### config.mk
export PLATFORM = sky130hd
export DESIGN_NAME = io_bridge_flat
export DESIGN_NICKNAME = d
export VERILOG_FILES = /design/src/rtl/io_bridge_if.sv /design/src/rtl/io_bridge.sv /design/src/flat_wrapper.sv
export SDC_FILE = /design/constraint.sdc
export NUM_CORES = 1
export LEC_CHECK = 0
export BUFFER_PORTS_ARGS = -buffer_cell sky130_fd_sc_hd__buf_4
export CORE_AREA = 2 2 119 121
export CTS_CLUSTER_SIZE = 40
export DETAILED_ROUTE_END_ITERATION = 16
export DIE_AREA = 0 0 121 123
export PLACE_DENSITY = 0.78
export RECOVER_POWER = 50
export SYNTH_ARGS = -nofsm -noshare
export SYNTH_HDL_FRONTEND = slang
export SYNTH_SLANG_ARGS = --single-unit
### constraint.sdc
create_clock -name cpu_clk -period 3 [get_ports cpu_clk]
set_input_delay 0 -clock cpu_clk [delete_from_list [all_inputs] [get_ports cpu_clk]]
set_output_delay 0 -clock cpu_clk [all_outputs]
set_load 0.03 [all_outputs]
### src/rtl/io_bridge_if.sv
// io_bridge_if
// CPU MEM-stage bus as seen by the I/O bridge.
//   Bus_addr  : byte address (master -> slave)
//   Bus_wen   : write enable, one write per cycle (master -> slave)
//   Bus_wdata : write data (master -> slave)
//   Bus_rdata : combinational read data (slave -> master)
interface io_bridge_if;
  logic [31:0] Bus_addr;
  logic        Bus_wen;
  logic [31:0] Bus_wdata;
  logic [31:0] Bus_rdata;

  modport master (output Bus_addr, output Bus_wen, output Bus_wdata, input Bus_rdata);
  modport slave  (input Bus_addr, input Bus_wen, input Bus_wdata, output Bus_rdata);
endinterface

### src/rtl/io_bridge.sv
// io_bridge
// Memory-mapped bridge between the CPU MEM-stage bus, the DRAM and the board
// I/O. Addresses with [31:12]==FFFFF are I/O, everything else goes to DRAM.
// Read data is combinational so the MEM stage sees it in the same cycle.
//
// Optional feature macro: IO_TIMER_EN
//   defined   -> TCNT (FFFF_F020) / TDIV (FFFF_F024) timer is built
//   undefined -> those addresses behave as unmapped (read 0, writes ignored)
//
// Ports:
//   cpu_clk, cpu_rst : clock, synchronous active-high reset
//   bus              : CPU bus (slave side of io_bridge_if)
//   dram_addr/wen/wdata/rdata : DRAM word port (async read data)
//   sw, button       : raw board inputs, 2-flop synchronised
//   led              : LED drive, active-high
//   dig_en, seg      : 8-digit seven-segment display, both active-low
module io_bridge #(
  parameter int SCAN_DIV = 20000
) (
  input  logic        cpu_clk,
  input  logic        cpu_rst,
  io_bridge_if.slave  bus,
  output logic [13:0] dram_addr,
  output logic        dram_wen,
  output logic [31:0] dram_wdata,
  input  logic [31:0] dram_rdata,
  input  logic [23:0] sw,
  input  logic [4:0]  button,
  output logic [23:0] led,
  output logic [7:0]  dig_en,
  output logic [7:0]  seg
);

  localparam int SCAN_W = $clog2(SCAN_DIV);
  localparam logic [SCAN_W-1:0] SCAN_LAST = SCAN_W'(SCAN_DIV - 1);

  localparam logic [31:0] ADDR_DIG  = 32'hFFFF_F000;
  localparam logic [31:0] ADDR_TCNT = 32'hFFFF_F020;
  localparam logic [31:0] ADDR_TDIV = 32'hFFFF_F024;
  localparam logic [31:0] ADDR_LED  = 32'hFFFF_F060;
  localparam logic [31:0] ADDR_SW   = 32'hFFFF_F070;
  localparam logic [31:0] ADDR_BTN  = 32'hFFFF_F078;

  // ---------------- address decode / DRAM pass-through ----------------
  logic io_sel;
  logic wr_dig, wr_led;

  assign io_sel     = (bus.Bus_addr[31:12] == 20'hFFFFF);
  assign dram_addr  = bus.Bus_addr[15:2];
  assign dram_wdata = bus.Bus_wdata;
  assign dram_wen   = bus.Bus_wen & ~io_sel;

  assign wr_dig = bus.Bus_wen && (bus.Bus_addr == ADDR_DIG);
  assign wr_led = bus.Bus_wen && (bus.Bus_addr == ADDR_LED);

  // ---------------- peripheral registers ----------------
  logic [31:0] dig_reg;
  logic [23:0] led_reg;
  logic [23:0] sw_meta_reg, sw_sync_reg;
  logic [4:0]  btn_meta_reg, btn_sync_reg;

  always_ff @(posedge cpu_clk) begin
    if (cpu_rst) begin
      dig_reg      <= '0;
      led_reg      <= '0;
      sw_meta_reg  <= '0;
      sw_sync_reg  <= '0;
      btn_meta_reg <= '0;
      btn_sync_reg <= '0;
    end else begin
      if (wr_dig) dig_reg <= bus.Bus_wdata;
      if (wr_led) led_reg <= bus.Bus_wdata[23:0];
      sw_meta_reg  <= sw;
      sw_sync_reg  <= sw_meta_reg;
      btn_meta_reg <= button;
      btn_sync_reg <= btn_meta_reg;
    end
  end

  assign led = led_reg;

`ifdef IO_TIMER_EN
  // ---------------- timer ----------------
  logic        wr_tcnt, wr_tdiv;
  logic [31:0] tcnt_reg, tdiv_reg, tpre_reg;

  assign wr_tcnt = bus.Bus_wen && (bus.Bus_addr == ADDR_TCNT);
  assign wr_tdiv = bus.Bus_wen && (bus.Bus_addr == ADDR_TDIV);

  always_ff @(posedge cpu_clk) begin
    if (cpu_rst) begin
      tcnt_reg <= '0;
      tdiv_reg <= '0;
      tpre_reg <= '0;
    end else begin
      // Prescaler runs 0..TDIV inclusive, so TCNT advances every TDIV+1 cycles.
      if (tpre_reg == tdiv_reg) begin
        tpre_reg <= '0;
        tcnt_reg <= tcnt_reg + 32'd1;
      end else begin
        tpre_reg <= tpre_reg + 32'd1;
      end
      // Software writes take priority over the same-cycle tick.
      if (wr_tcnt) tcnt_reg <= bus.Bus_wdata;
      if (wr_tdiv) begin
        tdiv_reg <= bus.Bus_wdata;
        tpre_reg <= '0;
      end
    end
  end
`endif

  // ---------------- read mux ----------------
  logic [31:0] rd_data;

  always_comb begin
    rd_data = '0;
    if (!io_sel) begin
      rd_data = dram_rdata;
    end else begin
      case (bus.Bus_addr)
        ADDR_DIG:  rd_data = dig_reg;
        ADDR_LED:  rd_data = {8'h00, led_reg};
        ADDR_SW:   rd_data = {8'h00, sw_sync_reg};
        ADDR_BTN:  rd_data = {27'h0, btn_sync_reg};
`ifdef IO_TIMER_EN
        ADDR_TCNT: rd_data = tcnt_reg;
        ADDR_TDIV: rd_data = tdiv_reg;
`endif
        default:   rd_data = '0;
      endcase
    end
  end

  assign bus.Bus_rdata = rd_data;

  // ---------------- display scanner ----------------
  logic [SCAN_W-1:0] scan_cnt_reg, scan_cnt_next;
  logic [2:0]        idx_reg, idx_next;
  logic [3:0]        dig_nib [8];
  logic [3:0]        cur_nib;

  generate
    for (genvar gi = 0; gi < 8; gi++) begin : g_nib
      assign dig_nib[gi] = dig_reg[4*gi +: 4];
    end
  endgenerate

  assign cur_nib = dig_nib[idx_reg];

  // State register
  always_ff @(posedge cpu_clk) begin
    if (cpu_rst) begin
      scan_cnt_reg <= '0;
      idx_reg      <= '0;
    end else begin
      scan_cnt_reg <= scan_cnt_next;
      idx_reg      <= idx_next;
    end
  end

  // Next state: move to the next digit on the prescaler terminal count;
  // the 3-bit index wraps 7 -> 0 naturally.
  always_comb begin
    scan_cnt_next = scan_cnt_reg + 1'b1;
    idx_next      = idx_reg;
    if (scan_cnt_reg == SCAN_LAST) begin
      scan_cnt_next = '0;
      idx_next      = idx_reg + 3'd1;
    end
  end

  // Outputs: active-low digit enable and active-low hex decode, dp off.
  always_comb begin
    dig_en = ~(8'b1 << idx_reg);
    case (cur_nib)
      4'h0: seg = 8'hC0;
      4'h1: seg = 8'hF9;
      4'h2: seg = 8'hA4;
      4'h3: seg = 8'hB0;
      4'h4: seg = 8'h99;
      4'h5: seg = 8'h92;
      4'h6: seg = 8'h82;
      4'h7: seg = 8'hF8;
      4'h8: seg = 8'h80;
      4'h9: seg = 8'h90;
      4'hA: seg = 8'h88;
      4'hB: seg = 8'h83;
      4'hC: seg = 8'hC6;
      4'hD: seg = 8'hA1;
      4'hE: seg = 8'h86;
      default: seg = 8'h8E;
    endcase
  end

endmodule

### src/flat_wrapper.sv
// flat-port wrapper written by rule: the top's interface ports become plain ports
module io_bridge_flat 
#(
  parameter int SCAN_DIV = 20000
)
  (cpu_clk, cpu_rst, dram_addr, dram_wen, dram_wdata, dram_rdata, sw, button, led, dig_en, seg, bus_Bus_addr, bus_Bus_wen, bus_Bus_wdata, bus_Bus_rdata);
  io_bridge_if bus_i ();
  input  logic cpu_clk;
  input  logic cpu_rst;
  output logic [13:0] dram_addr;
  output logic dram_wen;
  output logic [31:0] dram_wdata;
  input  logic [31:0] dram_rdata;
  input  logic [23:0] sw;
  input  logic [4:0] button;
  output logic [23:0] led;
  output logic [7:0] dig_en;
  output logic [7:0] seg;
  input wire logic [$bits(bus_i.Bus_addr)-1:0] bus_Bus_addr;
  input wire logic [$bits(bus_i.Bus_wen)-1:0] bus_Bus_wen;
  input wire logic [$bits(bus_i.Bus_wdata)-1:0] bus_Bus_wdata;
  output wire logic [$bits(bus_i.Bus_rdata)-1:0] bus_Bus_rdata;
  assign bus_i.Bus_addr = bus_Bus_addr;
  assign bus_i.Bus_wen = bus_Bus_wen;
  assign bus_i.Bus_wdata = bus_Bus_wdata;
  assign bus_Bus_rdata = bus_i.Bus_rdata;
  io_bridge #(.SCAN_DIV(SCAN_DIV)) u_core (.cpu_clk(cpu_clk), .cpu_rst(cpu_rst), .bus(bus_i), .dram_addr(dram_addr), .dram_wen(dram_wen), .dram_wdata(dram_wdata), .dram_rdata(dram_rdata), .sw(sw), .button(button), .led(led), .dig_en(dig_en), .seg(seg));
endmodule
# Word level (Yosys, flattened, before mapping)

Memories as Yosys holds them, arrays and structs flattened.
Index checks and enable logic that the tools add are counted.

Bits in read-only memories: 112
Memories kept: 1
Word-level logic and storage cells: 31
Output and inout bits: 119
Bits in registers: 132

Add/sub/neg operators: 2
$lt $le $gt $ge: 1
Eq/ne operators: 6
Bitwise operators: 4
Muxes and demuxes: 5
Reduce and logical (&&, ||, !) cells: 3
Shift operators: 1

Memories:

| memory           | depth | bits a word | rd ports | clocked after Yosys merged registers in | write ports | line             | text |
|---|---|---|---|---|---|---|---|
| (name not given) | 16    | 7           | 1        | 0                                       | 0           | io_bridge.sv:176 | `case (cur_nib)` |

Operators with widths:

| operator                | count |
|---|---|
| $eq A32 B32 Y1 const B  | 4 |
| $pmux W32 S4            | 1 |
| $mux W32                | 1 |
| $eq A20 B20 Y1 const B  | 1 |
| $add A15 B1 Y15 const B | 1 |
| $eq A15 B15 Y1 const B  | 1 |
| $bmux W4 S3             | 1 |
| $mux W4                 | 2 |
| $not A8 Y8              | 1 |
| $shl A1 B3 Y8 const A   | 1 |
| $ge A4 B4 Y1 const B    | 1 |
| $not A3 Y4              | 1 |
| $add A3 B1 Y3 const B   | 1 |
| $logic_and A1 B1 Y1     | 2 |
| $reduce_or A2 Y1        | 1 |
| $and A1 B1 Y1           | 1 |
| $not A1 Y1              | 1 |

# Logic depth before layout (Yosys ltp)

Gate-level depths: netlist (run 1).
An unclocked memory read counts as a cell.

Depth after elaboration: 5
Gate-level depth with buffers: 8

# Worst setup path before layout (run 1)

No wires, ideal clock.

Path kind: register to output
Start: register u_core.idx_reg[0]
End: output port seg[2]
Path buffers: 1
Arrival time: 2.672 ns
Required time: 3.000 ns
Setup slack: 0.328 ns
Stages on the path, launching flop included: 7
Cell sequence: dfxtp_1 -> buf_2 -> mux4_2 -> mux2i_1 -> inv_1 -> ha_1 -> o31ai_1

Longest elaborated chain between the ends: 5

Ends and longest elaborated chain:

| what                                       | line               | text |
|---|---|---|
| start: declaration                         | io_bridge.sv:139   | `logic [2:0] idx_reg, idx_next;` |
| start signal: assignment                   | io_bridge.sv:158   | `idx_reg <= idx_next;` |
| $not A3 Y4 (not written as such)           | io_bridge.sv:149   | `assign cur_nib = dig_nib[idx_reg];` |
| $bmux W4 S3                                | io_bridge.sv:149   |  |
| $mux W4 (not written as such) (2 in a row) | io_bridge.sv:149   |  |
| $mem_v2 Z16 W7                             | n/a                |  |
| end: declaration                           | flat_wrapper.sv:18 | `output logic [7:0] seg;` |

No other way between the ends. The select of a mux whose other input is x is not followed.

# Final worst setup path (run 1)

Start: register u_core.idx_reg[0]
End: output port seg[0]

The elaborated chain is that of the path after synthesis.

==> qor.txt, run 1 <==
Critical Path AT - 2.66 ns
Vias per Instance - 5.83
Layout Skew - 0.00822 ns
DRC - 0
Die height - 123 um
Area added between synthesis and finish - 37.4%
Post-route antenna net violation count - 0
Worst setup SP type - flop
Mapped Area - 6700 um^2
DR WL met2 - 10900 um
Vias in the first global route - 6423
Clock slew seen by the registers of the worst setup and hold paths - 0.06 ns
Max reg flops - 32
Yosys top cell area share - 39.4%
WL met3 - 2230 um
Comb power frac - 12.2%
Final cell count without fillers - 1150
Avg WL per Cell - 19.6 um
Starting density of the core - 49.3%
Total track usage - 29.2%
Crit Path Class - flop to output port
Reg-to-reg startpoint - u_core.scan_cnt_reg[0]
CTS tree - built
Synth Flop Type - dfxtp_1
Area of the multi-input gates - 3360 um^2
Synth Area in XOR/XNOR - 1.70%
PortBufs - 245
Top Layer Used - met4
Final Setup Violations - 0
Crit Path Max Fanout - 10
Largest family of logic cells by synthesized area - compound AO/OA/AOI/OAI gates
Int Pwr - 3.23 mW
Netlist cell types - 48
Worst VDD drop - 360 uV
WP data required - 3.00 ns
CTS H-tree lvls - 4
Compound-Gate Fraction of Synth Area - 20.5%
Initial antenna violation count - 0
First-pass GRT wire length - 33900 um
Hold_sp - bus_Bus_wen
Fillers - 1074
Post-synthesis sequential area ratio - 39.4%
Largest net degree at the start of global routing - 61
CP top delay family - multiplexers
Min-delay worst type - primary input to flop
Slew margin rel. - -88.2%
Psw - 1.16 mW
Final hold violation count - 0
Post-Synthesis Cells - 732
Cell with the most instances after synthesis - dfxtp_1
Cell Rows - 43
Clock share of power - 46.7%
Post-synthesis mux area share - 5.34%
Reg power frac - 41.1%
Critical path, cell by cell - mux4_2 > nand2_1 > and2_1 > inv_1 > ha_1 > nor3b_1 > a211oi_1 > buf_4
Syn nets - 873
Leak - 3.59 nW
Clock Path Buffers - 2
Share of cells above drive strength 1 - 26.3%
Worst hold slack - 0.292 ns
Min cycle time layout - 2.66 ns
Die W - 121 um
Die ar. - 14900 um^2
Synth warn - 0
Seq cells post-synth - 132
Routability Congestion - 0.827
Synthesized area per cell - 9.16 um^2
# diodes - 0
Clock Sinks - 132
Critical Path End Type - output port
Outcome - complete, but fails checks
Actual slew at the worst max-slew pin - 2.82 ns
Post-CTS setup buffers - 0
DPL Wire Length - 14900 um
Total wire length - 22500 um
Final Cell Area - 9210 um^2
CORE AREA - 13600 um^2
Synth area leader - dfxtp_1
Detailed Routing Iterations Pass 1 - 6
Reg area - 2640 um^2
Failing checks - max-capacitance violations, max-slew violations
Worst-Skew Late Latency - 0.42 ns
Fmax - 377 MHz
Max-Cap Viols - 1
Setup TNS Final - 0 ns
Post-synthesis simple-gate area fraction - 19.5%
Post-synth ARST share - 0%
Cell Area, Placed - 8280 um^2
Total CTS buffers - 17
Worst path bufs/invs - 2
Unrepaired setup endpoints after global routing - false
Largest cells by area after synthesis - dfxtp_1, nand4_1, o31ai_1
Initial drt markers - 648
Max Slew Vio Count - 61
Inst Count DP - 1057
CP peak stage delay - 0.57 ns
Final nets - 1098
Crit. Startpoint - u_core.idx_reg[0]
Via Count - 6705
Root buffer cell - clkbuf_16
I/O pin total - 247
Sw Share - 26.3%
Final worst path period share - 88.5%
Crit path max-delay cell type - mux4_2
Commonest cells in the netlist - dfxtp_1, nand4_1, clkbuf_1
Grt total ovfl - 0
EDFF count, synth - 0
PwrDens - 476 nW/um^2
M1 WL - 8940 um
Adder-cell area share of the yosys netlist - 2.43%
-- cells by family (layout without fill, tap and decap cells) --
logic type      after synthesis  count (layout)
flops                       132             132
fa+ha+maj                    13              13
xor+xnor                     13              13
other cells                   1               1
simple gates                215             215
compound gates              200             200
buf+inv                     133             371
mux                          25              25
-- power by group through the flow --
stage / sequential [mW] / clock (mW) / combinational [mW]
2_1_floorplan: 1.84 / 0 / 0.273
4_1_cts: 1.80 / 2.05 / 0.557
3_3_place_gp: 1.84 / 0 / 0.488
6_report: 1.80 / 2.05 / 0.536
3_5_place_dp: 1.84 / 0 / 0.493
5_1_grt: 1.81 / 2.13 / 0.563
-- worst reg2reg max path, stage by stage, from the launching register on --
cell	delay [ns]
dfxtp_1	0.37
ha_1	0.22
and4_1	0.34
nand4_1	0.28
nand2b_1	0.52
nor2_1	0.12
-- through the flow --
stage               utilization [%]  power (mW)  worst slack (ns)
floorplan                         -        2.11             0.328
global placement               60.8        2.33             0.492
detailed placement             60.8        2.33             0.457
CTS                            69.6        4.41             0.119
global route                   67.7        4.50             0.217
finish                         67.7        4.39             0.344
-- layout by cell type, fill, tap and decap left out, types with 4 or more instances in the layout --
master,n
a211o_1,17
a21boi_0,17
a21oi_1,58
a22o_1,8
a22oi_1,22
and2_1,4
and4_1,6
buf_4,184
clkbuf_1,68
clkbuf_16,17
clkbuf_4,14
clkinvlp_4,4
dfxtp_1,131
dlygate4sd3_1,61
ha_1,13
inv_1,10
inv_6,6
mux2_2,6
mux2i_1,11
mux4_2,8
nand2_1,16
nand3_1,5
nand4_1,72
nor2_1,16
nor2b_1,58
nor3_1,17
o211ai_1,5
o21ai_0,7
o31ai_1,57
xnor2_1,4
xor2_1,9
-- routing by layer --
metal  GRT usage [%]  up-vias
li1                -     3129
met1            36.8     3119
met2            49.6      406
met3            7.15       51
met4            8.87        0
met5               0        -
-- layout make-up --
| class | instances | area share [%] |
|---|---|---|
| Sequential cell | 132 | 28.7 |
| Multi-Input combinational cell | 467 | 36.5 |
| Clock buffer | 18 | 4.77 |
| Inverter | 11 | 0.448 |
| Clock inverter | 14 | 1.53 |
| Tap cell | 180 | 2.44 |
| Timing Repair Buffer | 328 | 25.6 |
-- path summary, 6_finish.rpt --
check | end | slack (ns) | depth (start not counted)
setup / recovery | seg[0] | 0.34 | 8
hold / removal | u_core.led[10] | 0.29 | 5
setup reg to reg | u_core.scan_cnt_reg[2] | 1.00 | 5
hold reg to reg | u_core.btn_sync_reg[0] | 0.43 | 1
-- repair_timing --
action | 4_1_cts | 5_1_grt
hold buffers | 61 | 0
endpoints found under the hold margin | 85 | 0
setup endpoints to repair | 0 | 1
gates resized for setup | 0 | 1
No activity file was read; power rests on OpenSTA's default activity.
==> run 2: changes to the inputs <==
--- a/config.mk
+++ b/config.mk
@@ -6,11 +6,11 @@
 export NUM_CORES = 1
 export LEC_CHECK = 0
 export BUFFER_PORTS_ARGS = -buffer_cell sky130_fd_sc_hd__buf_4
-export CORE_AREA = 2 2 119 121
+export CORE_AREA = 2 2 115 117
 export CTS_CLUSTER_SIZE = 40
 export DETAILED_ROUTE_END_ITERATION = 16
-export DIE_AREA = 0 0 121 123
-export PLACE_DENSITY = 0.78
+export DIE_AREA = 0 0 117 119
+export PLACE_DENSITY = 0.83
 export RECOVER_POWER = 50
 export SYNTH_ARGS = -nofsm -noshare
 export SYNTH_HDL_FRONTEND = slang
==> constraint.sdc (replaced) <==
create_clock -name cpu_clk -period 3.1 [get_ports cpu_clk]
set_input_delay 0 -clock cpu_clk [delete_from_list [all_inputs] [get_ports cpu_clk]]
set_output_delay 0 -clock cpu_clk [all_outputs]
set_load 0.03 [all_outputs]
==> run 2 against run 1 <==
Highest routed layer unchanged. Sequential power is 3% lower. Routed wire length rose by 0.91%. The run still ends with max-capacitance violations, max-slew violations left. Utilization increased by 3.5 points. Die area fell by 6.5%.
==> qor.txt, run 2 (same netlist as run 1, synthesis figures left out) <==
CP peak stage delay - 0.69 ns (+0.12 ns)
Grt total ovfl - 0 (unchanged)
Clock slew seen by the registers of the worst setup and hold paths - 0.06 ns (about the same)
PortBufs - 245 (unchanged)
Commonest non-fill, non-tap cell in the layout - buf_4
Initial drt markers - 777 (+20%)
Worst-Skew Late Latency - 0.41 ns (about the same)
DRC - 0 (unchanged)
CTS H-tree lvls - 4 (unchanged)
CORE AREA - 12900 um^2 (-5.4%)
Worst VDD drop - 381 uV (+5.7%)
Fmax - 351 MHz
Max-Cap Viols - 1 (unchanged)
Worst setup SP type - flop
Clock Sinks - 132 (unchanged)
Area of the multi-input gates - 3360 um^2 (unchanged)
Die W - 117 um (-3.3%)
Leak - 3.57 nW (-0.63%)
Initial antenna violation count - 0 (unchanged)
Crit Path Class - flop to output port
Final hold violation count - 0 (unchanged)
Area added between synthesis and finish - 36.6%
Setup TNS Final - 0 ns (unchanged)
Final worst setup slack - 0.252 ns (-0.0924 ns)
M2 GR Usage - 52.9% (+3.3 points)
Via Count - 6829 (+1.8%)
Die height - 119 um (-3.3%)
Total track usage - 32.1% (+2.9 points)
First-pass GRT wire length - 34800 um (+2.5%)
I/O pin total - 247 (unchanged)
Min cycle time layout - 2.85 ns
CP top delay family - flip-flops
Starting density of the core - 52.1% (+2.8 points)
Share of cells above drive strength 1 - 25.4% (-0.87 points)
Reg area - 2640 um^2 (about the same)
CTS tree - built
Worst hold slack - 0.0697 ns (-0.223 ns)
Total wire length - 22700 um (+0.91%)
Met3 Use GR - 6.92% (-0.23 points)
Vias per Instance - 5.99 (+2.7%)
Hold buffers post-CTS - 61 (unchanged)
Fillers - 945 (-12%)
Final worst path period share - 91.9%
Detailed Routing Iterations Pass 1 - 6 (unchanged)
Worst path bufs/invs - 2 (unchanged)
# diodes - 0 (unchanged)
Critical path, cell by cell - mux4_2 > nand2_1 > and2_1 > inv_1 > ha_1 > nor3b_1 > a211oi_1 > buf_4
Final Setup Violations - 0 (unchanged)
Max Slew Vio Count - 53 (-13%)
Crit path max-delay cell type - dfxtp_1
Grt peak-use layer - met2
Post-CTS setup buffers - 0 (unchanged)
Slew margin rel. - -38.6% (+50 points)
WP data required - 3.10 ns (+0.10 ns)
Final nets - 1092 (-0.55%)
Root buffer cell - clkbuf_16
Critical Path AT - 2.85 ns (+0.19 ns)
Grt met1 use - 41.8% (+4.9 points)
Largest net degree at the start of global routing - 79 (+30%)
Avg WL per Cell - 19.9 um (+1.8%)
Post-Place Setup Slack - 0.687 ns (+0.229 ns)
Max reg flops - 32 (unchanged)
Clock Path Buffers - 2 (unchanged)
Vias in the first global route - 6450 (+0.42%)
CTS resizes - 0 (unchanged)
Unrepaired setup endpoints after global routing - false
Failing checks - max-capacitance violations, max-slew violations
Crit Path Max Fanout - 11 (+1)
Outcome - complete, but fails checks
Total CTS buffers - 17 (unchanged)
Layout Skew - 0.00586 ns (-0.00236 ns)
Die ar. - 13900 um^2 (-6.5%)
Post-route antenna net violation count - 0 (unchanged)
Commonest non-fill, non-tap cells in the layout - buf_4, dfxtp_1, nand4_1, clkbuf_1, dlygate4sd3_1
Cell Rows - 42 (-2.3%)
Tot Pwr - 4.26 mW (-2.8%)
Min-delay worst type - primary input to flop
Core Util, Final - 71.1% (+3.5 points)
DPL Wire Length - 14700 um (-1.5%)
Critical Path End Type - output port
PwrDens - 465 nW/um^2 (-2.3%)
Actual slew at the worst max-slew pin - 2.08 ns (-0.744 ns)
Routability Congestion - 0.879 (+6.3%)
==> run 2: changes by cell type in the layout (fill, tap and decap cells not counted) <==
cell / before / now
clkbuf_4: 14 / 2
inv_6: 6 / 5
inv_8: 1 / 2
clkinv_4: 2 / 4
dfxtp_2: 1 / 0
clkinvlp_4: 4 / 1
buf_4: 184 / 187
clkbuf_8: 1 / 2
dfxtp_1: 131 / 132
clkbuf_1: 68 / 71
==> run 2: final cells by class <==
class                      instances  area share, %
multi-input combinational        467           36.7
sequential                       132           28.8
timing repair buffer             322           25.1
clock buffer                      19           4.94
tap                              176           2.40
clock inverter                    13           1.52
inverter                          11          0.451
==> run 2: power breakdown <==
part / internal, mW / switching, mW / total, mW
combinational: 0.244 / 0.277 / 0.521
sequential: 1.73 / 0.0133 / 1.75
clock: 1.17 / 0.819 / 1.99
total: 3.15 / 1.11 / 4.26
==> run 2: worst min-delay path, delay by kind of cell <==
kind | cells | cell delay [ns]
and+or+nand+nor | 1 | 0.12
AOI/OAI and AO/OA | 2 | 0.19
buffers and inverters | 1 | 0.13
==> run 2: path summary, 6_finish.rpt <==
kind	startpoint	end	slack [ns]	depth (start not counted)
worst max-delay path	u_core.idx_reg[0]	seg[0]	0.25	8
worst min-delay path	bus_Bus_wen	u_core.dig_reg[10]	0.07	4
worst max register to register	u_core.scan_cnt_reg[0]	u_core.scan_cnt_reg[9]	1.19	5
worst min register to register	u_core.sw_meta_reg[11]	u_core.sw_sync_reg[11]	0.44	1
==> run 2: metrics by stage <==
step	instance area (um^2)	std cells
2_1_floorplan	6700	732
3_3_place_gp	8230	1047
3_5_place_dp	8230	1047
4_1_cts	9430	1140
5_1_grt	9160	1140
6_report	9160	1140
==> run 2: layer usage <==
metal  part of all wire [%]  vias to the layer above
met3                    9.3                       47
met5                      0                        -
met4                    2.6                        0
met1                     39                     3204
met2                     49                      461
li1                       -                     3117
